### config.mk
export PLATFORM = sky130hd
export DESIGN_NAME = rule_table_access_ctrl
export DESIGN_NICKNAME = d
export VERILOG_FILES = /design/src/rtl/rule_table_access_ctrl.sv
export SDC_FILE = /design/constraint.sdc
export NUM_CORES = 1
export LEC_CHECK = 0
export BUFFER_PORTS_ARGS = -buffer_cell sky130_fd_sc_hd__buf_4
export CORE_AREA = 2 2 337 339
export CTS_CLUSTER_DIAMETER = 80
export CTS_CLUSTER_SIZE = 25
export DETAILED_ROUTE_END_ITERATION = 8
export DIE_AREA = 0 0 339 341
export GPL_ROUTABILITY_DRIVEN = 0
export SETUP_SLACK_MARGIN = 0.4
export SYNTH_ARGS = -nofsm -noshare
export SYNTH_HDL_FRONTEND = slang
export SYNTH_SLANG_ARGS = --single-unit
### constraint.sdc
create_clock -name clk -period 23.7 [get_ports clk]
set_input_delay 4.74 -clock clk [delete_from_list [all_inputs] [get_ports clk]]
set_output_delay 4.74 -clock clk [all_outputs]
set_load 0.02 [all_outputs]
### src/rtl/rule_table_access_ctrl.sv
// Host-side initiator for the TCAM rule-table req/ack register interface.
// Optional write read-back verify is enabled by defining RULE_ACC_VERIFY_EN.
module rule_table_access_ctrl #(
    parameter int unsigned TUPLE_WIDTH        = 104,
    parameter int unsigned MON_LUT_DEPTH_BITS = 5,
    parameter int unsigned NUM_RULES          = 16,
    parameter int unsigned TIMEOUT_CYCLES     = 64
) (
    input  logic                          clk,
    input  logic                          reset,
    input  logic                          host_cmd_valid,
    output logic                          host_cmd_ready,
    input  logic                          host_cmd_wr,
    input  logic [MON_LUT_DEPTH_BITS-1:0] host_cmd_addr,
    input  logic [TUPLE_WIDTH-1:0]        host_cmd_rule,
    input  logic [TUPLE_WIDTH-1:0]        host_cmd_mask,
    output logic                          host_rsp_valid,
    output logic [1:0]                    host_rsp_status,
    output logic [TUPLE_WIDTH-1:0]        host_rsp_rule,
    output logic [TUPLE_WIDTH-1:0]        host_rsp_mask,
    output logic [MON_LUT_DEPTH_BITS-1:0] rule_rd_addr,
    output logic                          rule_rd_req,
    input  logic [TUPLE_WIDTH-1:0]        rule_rd,
    input  logic [TUPLE_WIDTH-1:0]        rule_rd_mask,
    input  logic                          rule_rd_ack,
    output logic [MON_LUT_DEPTH_BITS-1:0] rule_wr_addr,
    output logic                          rule_wr_req,
    output logic [TUPLE_WIDTH-1:0]        rule_wr,
    output logic [TUPLE_WIDTH-1:0]        rule_wr_mask,
    input  logic                          rule_wr_ack
);

    localparam int unsigned TW = $clog2(TIMEOUT_CYCLES + 1);

    localparam logic [1:0] ST_OK       = 2'd0;
    localparam logic [1:0] ST_TIMEOUT  = 2'd1;
    localparam logic [1:0] ST_BAD_ADDR = 2'd2;
`ifdef RULE_ACC_VERIFY_EN
    localparam logic [1:0] ST_VFY_FAIL = 2'd3;
`endif

    typedef enum logic [2:0] {
        IDLE,
        WR_WAIT,
        RD_ISSUE,
        RD_WAIT,
        RESP
`ifdef RULE_ACC_VERIFY_EN
        ,
        VFY_ISSUE,
        VFY_WAIT
`endif
    } state_t;

    state_t                          state, state_n;
    logic [TW-1:0]                   timer, timer_n, timer_inc;
    logic                            expire;
    logic [MON_LUT_DEPTH_BITS-1:0]   hold_addr;
    logic [TUPLE_WIDTH-1:0]          hold_rule, hold_mask;
    logic [1:0]                      status_q, status_n;
    logic [TUPLE_WIDTH-1:0]          rsp_rule_q, rsp_rule_n;
    logic [TUPLE_WIDTH-1:0]          rsp_mask_q, rsp_mask_n;

    // Expiry is judged on the incremented value so a request is held for
    // exactly TIMEOUT_CYCLES cycles; an ack in that last cycle still wins.
    assign timer_inc = timer + 1'b1;
    assign expire    = (timer_inc == TW'(TIMEOUT_CYCLES));

    always_comb begin
        state_n    = state;
        timer_n    = timer;
        status_n   = status_q;
        rsp_rule_n = rsp_rule_q;
        rsp_mask_n = rsp_mask_q;
        case (state)
            IDLE: begin
                if (host_cmd_valid) begin
                    timer_n    = '0;
                    status_n   = ST_OK;
                    rsp_rule_n = '0;
                    rsp_mask_n = '0;
                    if (32'(host_cmd_addr) >= NUM_RULES) begin
                        status_n = ST_BAD_ADDR;
                        state_n  = RESP;
                    end else if (host_cmd_wr) begin
                        state_n = WR_WAIT;
                    end else begin
                        state_n = RD_ISSUE;
                    end
                end
            end
            WR_WAIT: begin
                if (rule_wr_ack) begin
`ifdef RULE_ACC_VERIFY_EN
                    timer_n = '0;
                    state_n = VFY_ISSUE;
`else
                    status_n = ST_OK;
                    state_n  = RESP;
`endif
                end else if (expire) begin
                    status_n = ST_TIMEOUT;
                    state_n  = RESP;
                end else begin
                    timer_n = timer_inc;
                end
            end
            RD_ISSUE: state_n = RD_WAIT;
            RD_WAIT: begin
                if (rule_rd_ack) begin
                    status_n   = ST_OK;
                    rsp_rule_n = rule_rd;
                    rsp_mask_n = rule_rd_mask;
                    state_n    = RESP;
                end else if (expire) begin
                    status_n = ST_TIMEOUT;
                    state_n  = RESP;
                end else begin
                    timer_n = timer_inc;
                end
            end
`ifdef RULE_ACC_VERIFY_EN
            VFY_ISSUE: state_n = VFY_WAIT;
            VFY_WAIT: begin
                if (rule_rd_ack) begin
                    status_n   = ({rule_rd_mask, rule_rd} == {hold_mask, hold_rule})
                                 ? ST_OK : ST_VFY_FAIL;
                    rsp_rule_n = rule_rd;
                    rsp_mask_n = rule_rd_mask;
                    state_n    = RESP;
                end else if (expire) begin
                    status_n = ST_TIMEOUT;
                    state_n  = RESP;
                end else begin
                    timer_n = timer_inc;
                end
            end
`endif
            RESP:    state_n = IDLE;
            default: state_n = IDLE;
        endcase
    end

    always_ff @(posedge clk or posedge reset) begin
        if (reset) begin
            state      <= IDLE;
            timer      <= '0;
            hold_addr  <= '0;
            hold_rule  <= '0;
            hold_mask  <= '0;
            status_q   <= ST_OK;
            rsp_rule_q <= '0;
            rsp_mask_q <= '0;
        end else begin
            state      <= state_n;
            timer      <= timer_n;
            status_q   <= status_n;
            rsp_rule_q <= rsp_rule_n;
            rsp_mask_q <= rsp_mask_n;
            if (state == IDLE && host_cmd_valid) begin
                hold_addr <= host_cmd_addr;
                hold_rule <= host_cmd_rule;
                hold_mask <= host_cmd_mask;
            end
        end
    end

    // Requests decode straight from state so reset drops them immediately.
    assign host_cmd_ready  = (state == IDLE);
    assign rule_wr_req     = (state == WR_WAIT);
`ifdef RULE_ACC_VERIFY_EN
    assign rule_rd_req     = (state == RD_ISSUE) || (state == VFY_ISSUE);
`else
    assign rule_rd_req     = (state == RD_ISSUE);
`endif
    assign host_rsp_valid  = (state == RESP);
    assign host_rsp_status = (state == RESP) ? status_q   : 2'd0;
    assign host_rsp_rule   = (state == RESP) ? rsp_rule_q : '0;
    assign host_rsp_mask   = (state == RESP) ? rsp_mask_q : '0;
    assign rule_rd_addr    = hold_addr;
    assign rule_wr_addr    = hold_addr;
    assign rule_wr         = hold_rule;
    assign rule_wr_mask    = hold_mask;

endmodule

=== Word-level counts from Yosys, hierarchy flattened ===
Index checks and enable logic that the tools add are counted.

* Magnitude comparators: 1
* Bitwise logic cells: 0
* Divide/modulo/power cells: 0
* $add $sub $neg: 1
* $mul: 0
* Equal/unequal tests: 9
* Shifts and indexed selects: 0
* Reduce and logical (&&, ||, !) cells: 7
* Mux-type cells: 26

{| class="wikitable"
|+ Operators by type and width
! kind !! number
|-
| 104-bit 2-to-1 mux || 5
|-
| 104-bit one-hot mux with 2 select lines || 2
|-
| 7-bit 2-to-1 mux || 4
|-
| 7-bit one-hot mux with 3 select lines || 1
|-
| 3-bit 2-to-1 mux || 5
|-
| 2-bit 2-to-1 mux || 7
|-
| 3-bit one-hot mux with 4 select lines || 1
|-
| 2-bit != test, second input constant || 4
|-
| 7-bit by 1-bit adder with 7-bit output, second input constant || 1
|-
| 7-bit == test, second input constant || 1
|-
| 3-bit by 2-bit == test with 1-bit output, second input constant || 2
|-
| 2-bit one-hot mux with 3 select lines || 1
|-
| 5-bit greater-or-equal comparator, second input constant || 1
|-
| 4-bit AND reduction || 1
|-
| 3-bit by 1-bit == test with 1-bit output, second input constant || 1
|-
| 3-bit == test, second input constant || 1
|-
| 3-bit zero test || 1
|-
| 3-bit AND reduction || 1
|-
| 3-bit nonzero test || 1
|-
| 2-bit AND reduction || 1
|-
| 2-bit nonzero test || 1
|-
| 1-bit logical AND || 1
|}

* Memory bits (read-only): 0
* RAM bits: 0
* Input port bits: 427
* Output and inout port bits: 432
* Latch bits: 0
* Word-level logic and storage cells: 52
* Memories: 0
* Bits in registers: 433

=== Logic depth before layout (Yosys ltp) ===
Gate-level depths: netlist (run 1).

* Depth in word-level cells: 5
* Depth in mapped cells: 9
* Depth with buffers taken out: 6

=== Worst setup path before layout (run 1) ===
Ideal clock, no wire load.

* Kind: register to output
* From: register state[0]
* To: output port host_rsp_mask[0]
* Slack: 17.422 ns
* Path buffers: 3
* Data required time: 18.960 ns
* Cell stages (with the launch flop): 6
* Data arrival time: 1.538 ns
* Cell sequence: dfrtp_1 > buf_2 > nor3b_2 > clkbuf_1 > clkbuf_1 > and2_1

* Word-level cells in the longest chain between the ends: 2

{| class="wikitable"
|+ Ends and longest elaborated chain
! element !! RTL line !! source
|-
| from (decl) || 55 || <nowiki>state_t state, state_n;</nowiki>
|-
| from (signal assigned) || 155 || <nowiki>state <= state_n;</nowiki>
|-
| 3-bit == test || 179 || <nowiki>assign host_rsp_mask = (state == RESP) ? rsp_mask_q : '0;</nowiki>
|-
| 104-bit 2-to-1 mux || 179 ||
|-
| to (decl) || 20 || <nowiki>output logic [TUPLE_WIDTH-1:0] host_rsp_mask,</nowiki>
|}

Every way passes these cells.

=== Worst setup path in the final report (run 1) ===
* From: register state[2]
* To: output port host_rsp_mask[46]

Same word-level chain as after synthesis.

==> reports/results.ini, run 1 <==
[synth]
ys_seq_elements = 433
synth_ff_type = dfrtp_1
async_flop_share = 1.00
synth_fp_nets = 2561
seq_area_frac_synth = 0.586
synth_top_area_cell = dfrtp_1
post_synth.cell_area_avg_sq_um = 8.67
synthMostInstantiatedCell = nand2_1
yosys_warnings = 0
synth_common_cells = nand2_1 (1060), dfrtp_1 (433), and2_1 (211)
netlist_top_cells_area = dfrtp_1 (59%), nand2_1 (22%), and2_1 (7.1%)
netlist_area_sq_um = 18500
synth-edff-count = 0
syn-instance-count = 2133
synth_top_cell_area_share = 0.586
synth_cell_types = 48

[worst_hold_path]
min_from = rsp_mask_q[66]
hold_class = reg2reg
hold_depth = 2
hold_end = rsp_mask_q[66]

[sta]
clock_skew_ns = 0.0274
fmax_ghz = 0.127
fin_setup_tns_ns = 0
maxSlewHeadroom = 0.304
period_share = 0.331
hold_viol = 0
drv_slew = 0
setup_viol = 0
worstMarginPinSlew_ns = 1.04
period_needed_ns = 7.84
rsz0062_at_grt = false

[drt]
drcViolationCount = 0
drtIter0Drc = 845
drt-pass1-iter-count = 7
vias_per_cell = 3.81
wirelength_mm = 86.8
vias = 16900
detail-route-antenna-nets = 0
wire_per_inst_microns = 19.6

[global_route]
overflow = 0
grt_pass1_vias = 16800
antenna_found_initial = 29
grt_usage = 0.145
grt_max_degree = 155
grt_pass1_wl_mm = 124

[clock_network]
clkTransAtPathRegs_ns = 0.08
cts-root-buf = clkbuf_16
numClockSinks = 433
cts_made_buffers = 36
cts-resized-gates = 0
cts_buffer_depth = 3
cts_tree = done
cts_hold_buf = 0
post_cts.repair.setup_buffers = 0
clock_latency_ns = 0.61
htree_levels = 2

[cells_and_area]
stdcell_area_sq_um = 27500
instances_no_fill = 4432
area_delta_synth_final_pct = 48.8
drive_gt1_frac = 0.326
nets = 3326

[floorplan]
die_area_sq_um = 116000
core-area_sq_um = 112000
die_w_microns = 339
die_height_microns = 341
io-pin-count = 859
start_util = 0.165
fp-row-count = 123

[placement]
io_buffer_count = 858
place_area_sq_um = 26200
dp_cells = 4360
place_hpwl_mm = 68.8

[flow_run]
maxCapViolations = 0

[setup_path]
rr_startpoint = state[1]
rr_worst_depth = 6
rrSetupSlack_ns = 20.00
start_kind = register
worstPathRequired_ns = 18.96
path_max_fanout = 92
path_class = reg2out
worstReg2RegEnd = rule_wr_mask[95]
crit_arrival_ns = 3.10
cp-end-kind = primary output

[power]
power_leakage_nw = 13.8
ir_worst_vdd_uv = 56.3
p_per_area_nw_per_um2 = 113
p_total_mw = 3.11

[run_status]
status = completed

[cells in the final DEF, fill, tap and decap left out, drive strengths merged, types with 4 or more instances in the layout]
cell,instances
dfrtp,433
clkinv,8
nor3,6
nand3,5
and2,211
buf,875
nor3b,4
a21oi,6
inv,18
nor2,7
diode,6
o21ai,213
clkbuf,39
nand2,1062
[cell type report]
type / count / area (sq um)
Antenna cell: 6 / 15.0
Clock buffer: 39 / 965
Tap cell: 1500 / 1880
Timing Repair Buffer: 875 / 6590
Inverter: 3 / 18.8
Clock inverter: 27 / 352
Multi-Input combinational cell: 1549 / 6860
Sequential cell: 433 / 10800
Fill cell: 12300 / 84400
[logic make-up after synthesis]
group,count (synthesis),share of synthesized area
and+or+nand+nor,1307,0.299
DFF,433,0.586
AOI/OAI and AO/OA,238,0.0685
buffers and inverters,151,0.0444
muxes,3,0.00176
adders and majority gates,1,0.000676
[flip-flops by register name, summed over array words and instances, names as in the netlist]
| name | count |
|---|---|
| rule_wr_mask | 104 |
| rsp_mask_q | 104 |
| status_q | 2 |
| rule_wr | 104 |
| rule_rd_addr | 5 |
| state | 3 |
| rsp_rule_q | 104 |
| timer | 7 |
[worst max-delay path by stage]
stage	to	slack, ns	from	cells past startpoint
after floorplan	rsp_mask_q[0]	6.90	reset	1
after global placement	rsp_rule_q[24]	15.52	reset	5
after detailed placement	rsp_rule_q[20]	15.48	reset	5
after CTS	host_rsp_mask[46]	15.71	state[2]	4
after global routing	host_rsp_mask[46]	15.57	state[2]	4
final	host_rsp_mask[46]	15.86	state[2]	4
[metrics by stage]
| stage | hold slack, ns | setup WS (ns) | util |
|---|---|---|---|
| floorplan | 0.442 | 6.90 | - |
| global placement | 0.455 | 15.52 | 0.234 |
| detailed placement | 0.462 | 15.48 | 0.234 |
| CTS | 0.482 | 15.71 | 0.246 |
| global route | 0.501 | 15.57 | 0.246 |
| finish | 0.473 | 15.86 | 0.246 |
[critical path, cell delays in order, from the launching register on]
cell	delay (ns)
dfrtp_1	0.57
nor3b_4	0.56
buf_4	0.72
and2_1	0.33
buf_4	0.21
[power breakdown]
part	internal (mW)	leakage, nW	switching, mW	total, mW
Sequential	0.960	5.69	0.136	1.10
Clock	0.341	0.641	0.344	0.685
Combinational	0.425	7.47	0.906	1.33
Total	1.73	13.8	1.39	3.11
[per-layer routing]
metal / vias up / part of all wire / GRT usage
li1: 8182 / - / -
met1: 7998 / 0.42 / 0.182
met2: 573 / 0.47 / 0.237
met3: 107 / 0.094 / 0.0584
met4: 44 / 0.014 / 0.0234
met5: - / 0.0035 / 0
(Power assumes the default switching activity.)
==> run 2, diff against run 1 <==
--- a/config.mk
+++ b/config.mk
@@ -6,11 +6,11 @@
 export NUM_CORES = 1
 export LEC_CHECK = 0
 export BUFFER_PORTS_ARGS = -buffer_cell sky130_fd_sc_hd__buf_4
-export CORE_AREA = 2 2 337 339
+export CORE_AREA = 2 2 331 333
 export CTS_CLUSTER_DIAMETER = 80
 export CTS_CLUSTER_SIZE = 25
 export DETAILED_ROUTE_END_ITERATION = 8
-export DIE_AREA = 0 0 339 341
+export DIE_AREA = 0 0 333 335
 export GPL_ROUTABILITY_DRIVEN = 0
 export SETUP_SLACK_MARGIN = 0.4
 export SYNTH_ARGS = -nofsm -noshare
==> constraint.sdc (replaced) <==
create_clock -name clk -period 8 [get_ports clk]
set_input_delay 1.6 -clock clk [delete_from_list [all_inputs] [get_ports clk]]
set_output_delay 1.6 -clock clk [all_outputs]
set_load 0.02 [all_outputs]
==> reports/results.ini, run 2 (synthesis results as in run 1) <==
[run_status]
status = completed

[setup_path]
rr_worst_depth = 5
cp-end-kind = primary output
rrSetupSlack_ns = 4.76
crit_arrival_ns = 3.02
path_class = reg2out
start_kind = register
path_max_fanout = 124
worstReg2RegEnd = rule_wr[83]
worstPathRequired_ns = 6.40
rr_startpoint = state[1]

[drt]
wire_per_inst_microns = 18.5
detail-route-antenna-nets = 0
drtIter0Drc = 851
vias = 16800
drt-pass1-iter-count = 5
wirelength_mm = 80.6
vias_per_cell = 3.86
drcViolationCount = 0

[cells_and_area]
nets = 3326
fillCellCount = 11900
layout_common_cells = nand2_1 (1059), buf_4 (867), dfrtp_1 (433)
drive_gt1_frac = 0.326
area_delta_synth_final_pct = 48.8
multiInputGateArea_sq_um = 6860
layout_commonest_cell = nand2_1
seq_area_sq_um = 10800

[worst_hold_path]
hold_depth = 2
min_from = rsp_rule_q[0]
hold_class = reg2reg
hold_end = rsp_rule_q[0]

[sta]
period_share = 0.577
rsz0062_at_grt = false
fmax_ghz = 0.217
fin_setup_tns_ns = 0
drv_slew = 0
clock_skew_ns = 0.0424
hold_viol = 0
maxSlewHeadroom = 0.0672
worstMarginPinSlew_ns = 1.40
setup_viol = 0
period_needed_ns = 4.62

[global_route]
grt_usage = 0.139
grt_max_degree = 196
grt_pass1_wl_mm = 114
grt_pass1_vias = 16600
overflow = 0
antenna_found_initial = 31

[clock_network]
cts-root-buf = clkbuf_16
htree_levels = 2
clock_latency_ns = 0.62
cts_hold_buf = 0
cts-resized-gates = 0
cts_tree = done
cts_buffer_depth = 3
post_cts.repair.setup_buffers = 0
numClockSinks = 433
clkTransAtPathRegs_ns = 0.08
cts_made_buffers = 38

[power]
ir_worst_vdd_uv = 274
power_leakage_nw = 13.8
p_per_area_nw_per_um2 = 336
p_total_mw = 9.25

[floorplan]
start_util = 0.171
die_area_sq_um = 112000
fp-row-count = 121
die_w_microns = 333
core-area_sq_um = 108000
die_height_microns = 335
io-pin-count = 859

[placement]
place_hpwl_mm = 62.0
io_buffer_count = 858

[flow_run]
maxCapViolations = 0

## run 2: layer usage
| metal | vias to the layer above | part of all wire | track usage |
|---|---|---|---|
| met1 | 7752 | 0.38 | 0.157 |
| met4 | 36 | 0.054 | 0.0689 |
| li1 | 8188 | - | - |
| met3 | 165 | 0.10 | 0.0622 |
| met5 | - | 0.0029 | 0 |
| met2 | 627 | 0.46 | 0.221 |
## run 2: critical path: stages (launching register included)
cell	delay [ns]
dfrtp_1	0.55
nor3b_4	0.25
buf_4	0.30
buf_4	0.76
and2_1	0.26
buf_4	0.17
## run 2: layout make-up
cell class                      count  area share
Sequential cell                   433       0.394
Multi-Input combinational cell   1549       0.249
Timing Repair Buffer              873       0.241
Tap cell                         1414      0.0643
Clock buffer                       43      0.0367
Clock inverter                     25      0.0142
Inverter                            3    0.000545
Antenna cell                        6    0.000545
## run 2: how the worst max path moves through the flow
| stage | slack [ns] | cells past startpoint | to | from |
|---|---|---|---|---|
| after detailed placement | 3.91 | 5 | host_rsp_mask[65] | state[2] |
| after CTS | 3.25 | 5 | host_rsp_mask[65] | state[1] |
| after global placement | 3.97 | 6 | rsp_mask_q[69] | host_cmd_valid |
| final | 3.38 | 5 | host_rsp_mask[65] | state[2] |
| after floorplan | 0.55 | 1 | rsp_mask_q[0] | reset |
| after global routing | 3.08 | 5 | host_rsp_mask[65] | state[2] |
## run 2: power by group
part | total [mW] | internal (mW) | switching, mW
Sequential | 3.25 | 2.84 | 0.403
Combinational | 3.89 | 1.27 | 2.62
Clock | 2.11 | 1.06 | 1.05
Total | 9.25 | 5.17 | 4.08
## run 2: metrics by stage
step                      setup WS [ns]   util  std cells  hold WS [ns]  instance area, sq um
after floorplan                   0.553      -       2133         0.442                 18500
after detailed placement           3.91  0.242       4272         0.462                 26100
final                              3.38  0.255       4346         0.474                 27500
after global routing               3.08  0.255       4343         0.497                 27500
after global placement             3.97  0.242       4272         0.455                 26100
after CTS                          3.25  0.255       4340         0.478                 27500
==> run 3, diff against run 2 <==
==> constraint.sdc (replaced) <==
create_clock -name clk -period 4.4 [get_ports clk]
set_input_delay 0.88 -clock clk [delete_from_list [all_inputs] [get_ports clk]]
set_output_delay 0.88 -clock clk [all_outputs]
set_load 0.02 [all_outputs]
==> reports/results.ini, run 3 (synthesis results as in run 1) <==
[global_route]
use_met3 = 0.0443
overflow = 0
use_met1 = 0.169
use_met2 = 0.242
grt_pass1_wl_mm = 117
grt_max_degree = 177
antenna_found_initial = 9
grt_usage = 0.140
busiest_layer = met2
grt_pass1_vias = 16900

[setup_path]
rr_worst_depth = 5
rr_startpoint = state[1]
start_kind = register
crit_path_end = host_rsp_mask[60]
rrSetupSlack_ns = 1.95
cp-end-kind = primary output
worstPathRequired_ns = 3.52
crit_arrival_ns = 2.49
path_max_fanout = 124
path_class = reg2out
startpoint = state[2]
worstReg2RegEnd = rule_wr[92]

[clock_network]
cts-root-buf = clkbuf_16
cts_tree = done
numClockSinks = 433
htree_levels = 2
cts_buffer_depth = 3
clkTransAtPathRegs_ns = 0.08
cts_made_buffers = 38
cts_hold_buf = 0
cts-resized-gates = 0
clock_latency_ns = 0.60
post_cts.repair.setup_buffers = 0

[cells_and_area]
area_delta_synth_final_pct = 49.9
layout_commonest_cell = nand2_1
drive_gt1_frac = 0.330
instances_no_fill = 4358
stdcell_area_sq_um = 27700
finish.utilization = 0.256
nets = 3339
layout_common_cells = nand2_1 (1059), buf_4 (871), dfrtp_1 (433)

[worst_hold_path]
hold_class = in2async

[power]
power_leakage_nw = 13.9
p_total_mw = 17.0
p_per_area_nw_per_um2 = 615
ir_worst_vdd_uv = 394

[sta]
period_share = 0.766
worstMarginPinSlew_ns = 0.928
setup_viol = 0
period_needed_ns = 3.37
hold_viol = 0
clock_skew_ns = 0.0236
rsz0062_at_grt = false
drv_slew = 0
maxSlewHeadroom = 0.381
fmax_ghz = 0.297

[drt]
vias_per_cell = 3.86
drtIter0Drc = 881
drcViolationCount = 0
detail-route-antenna-nets = 0
vias = 16800
drt-pass1-iter-count = 5
wirelength_mm = 81.1
wire_per_inst_microns = 18.6

[flow_run]
maxCapViolations = 0

[floorplan]
core-area_sq_um = 108000
fp-row-count = 121
start_util = 0.171
io-pin-count = 859
die_height_microns = 335
die_w_microns = 333
die_area_sq_um = 112000

[placement]
place_area_sq_um = 26300
dp_cells = 4285
io_buffer_count = 858
place_hpwl_mm = 62.7

[run_status]
status = completed

==> run 3: cell types whose count changed in the layout (fill, tap and decap cells not counted), sizes merged <==
cell      delta
clkinvlp     -2
clkbuf       -3
buf         +13
diode        -2
inv         +10
clkinv       -3
bufinv       -1
==> run 3: how the worst min path moves through the flow <==
stage	end	cells past startpoint
detailed placement	rule_wr_mask[11]	2
global placement	rsp_rule_q[14]	2
global route	rule_wr_mask[73]	2
finish	rule_wr_mask[73]	2
CTS	rule_wr_mask[76]	2
floorplan	rsp_mask_q[100]	2
==> run 3: per-layer routing <==
metal  vias up  wire [microns]
met5         -              40
met4         6            1460
met3        73            5950
met2       534           40400
met1      8023           33200
li1       8194               -
==> run 3: critical path: stages, from the launching register on <==
cell and delay (ns):
dfrtp_1 0.59, nor3b_4 0.36, buf_12 0.32, and2_1 0.27
buf_4 0.17
==> run 3: power breakdown <==
part	total, mW	switching [mW]	internal (mW)
Combinational	7.30	4.85	2.46
Sequential	5.89	0.718	5.17
Clock	3.85	1.98	1.87
Total	17.0	7.54	9.50
==> run 3: cell type report <==
type | count | area [sq um]
diodes | 4 | 10.0
clock inverters | 29 | 398
clock buffers | 40 | 990
repair buffers | 886 | 6840
inverters | 3 | 15.0
flip-flops and latches | 433 | 10800
multi-input cells | 1549 | 6860
well taps | 1414 | 1770
fillers | 11800 | 80400
==> run 3: through the flow <==
step                      setup TNS, ns  setup WS, ns  hold WS [ns]
after global placement                0          1.53         0.454
after CTS                             0         0.910         0.283
after global routing                  0         0.826         0.307
final                                 0          1.03         0.321
after floorplan                -1007.74         -2.33         0.442
after detailed placement              0          1.55         0.463
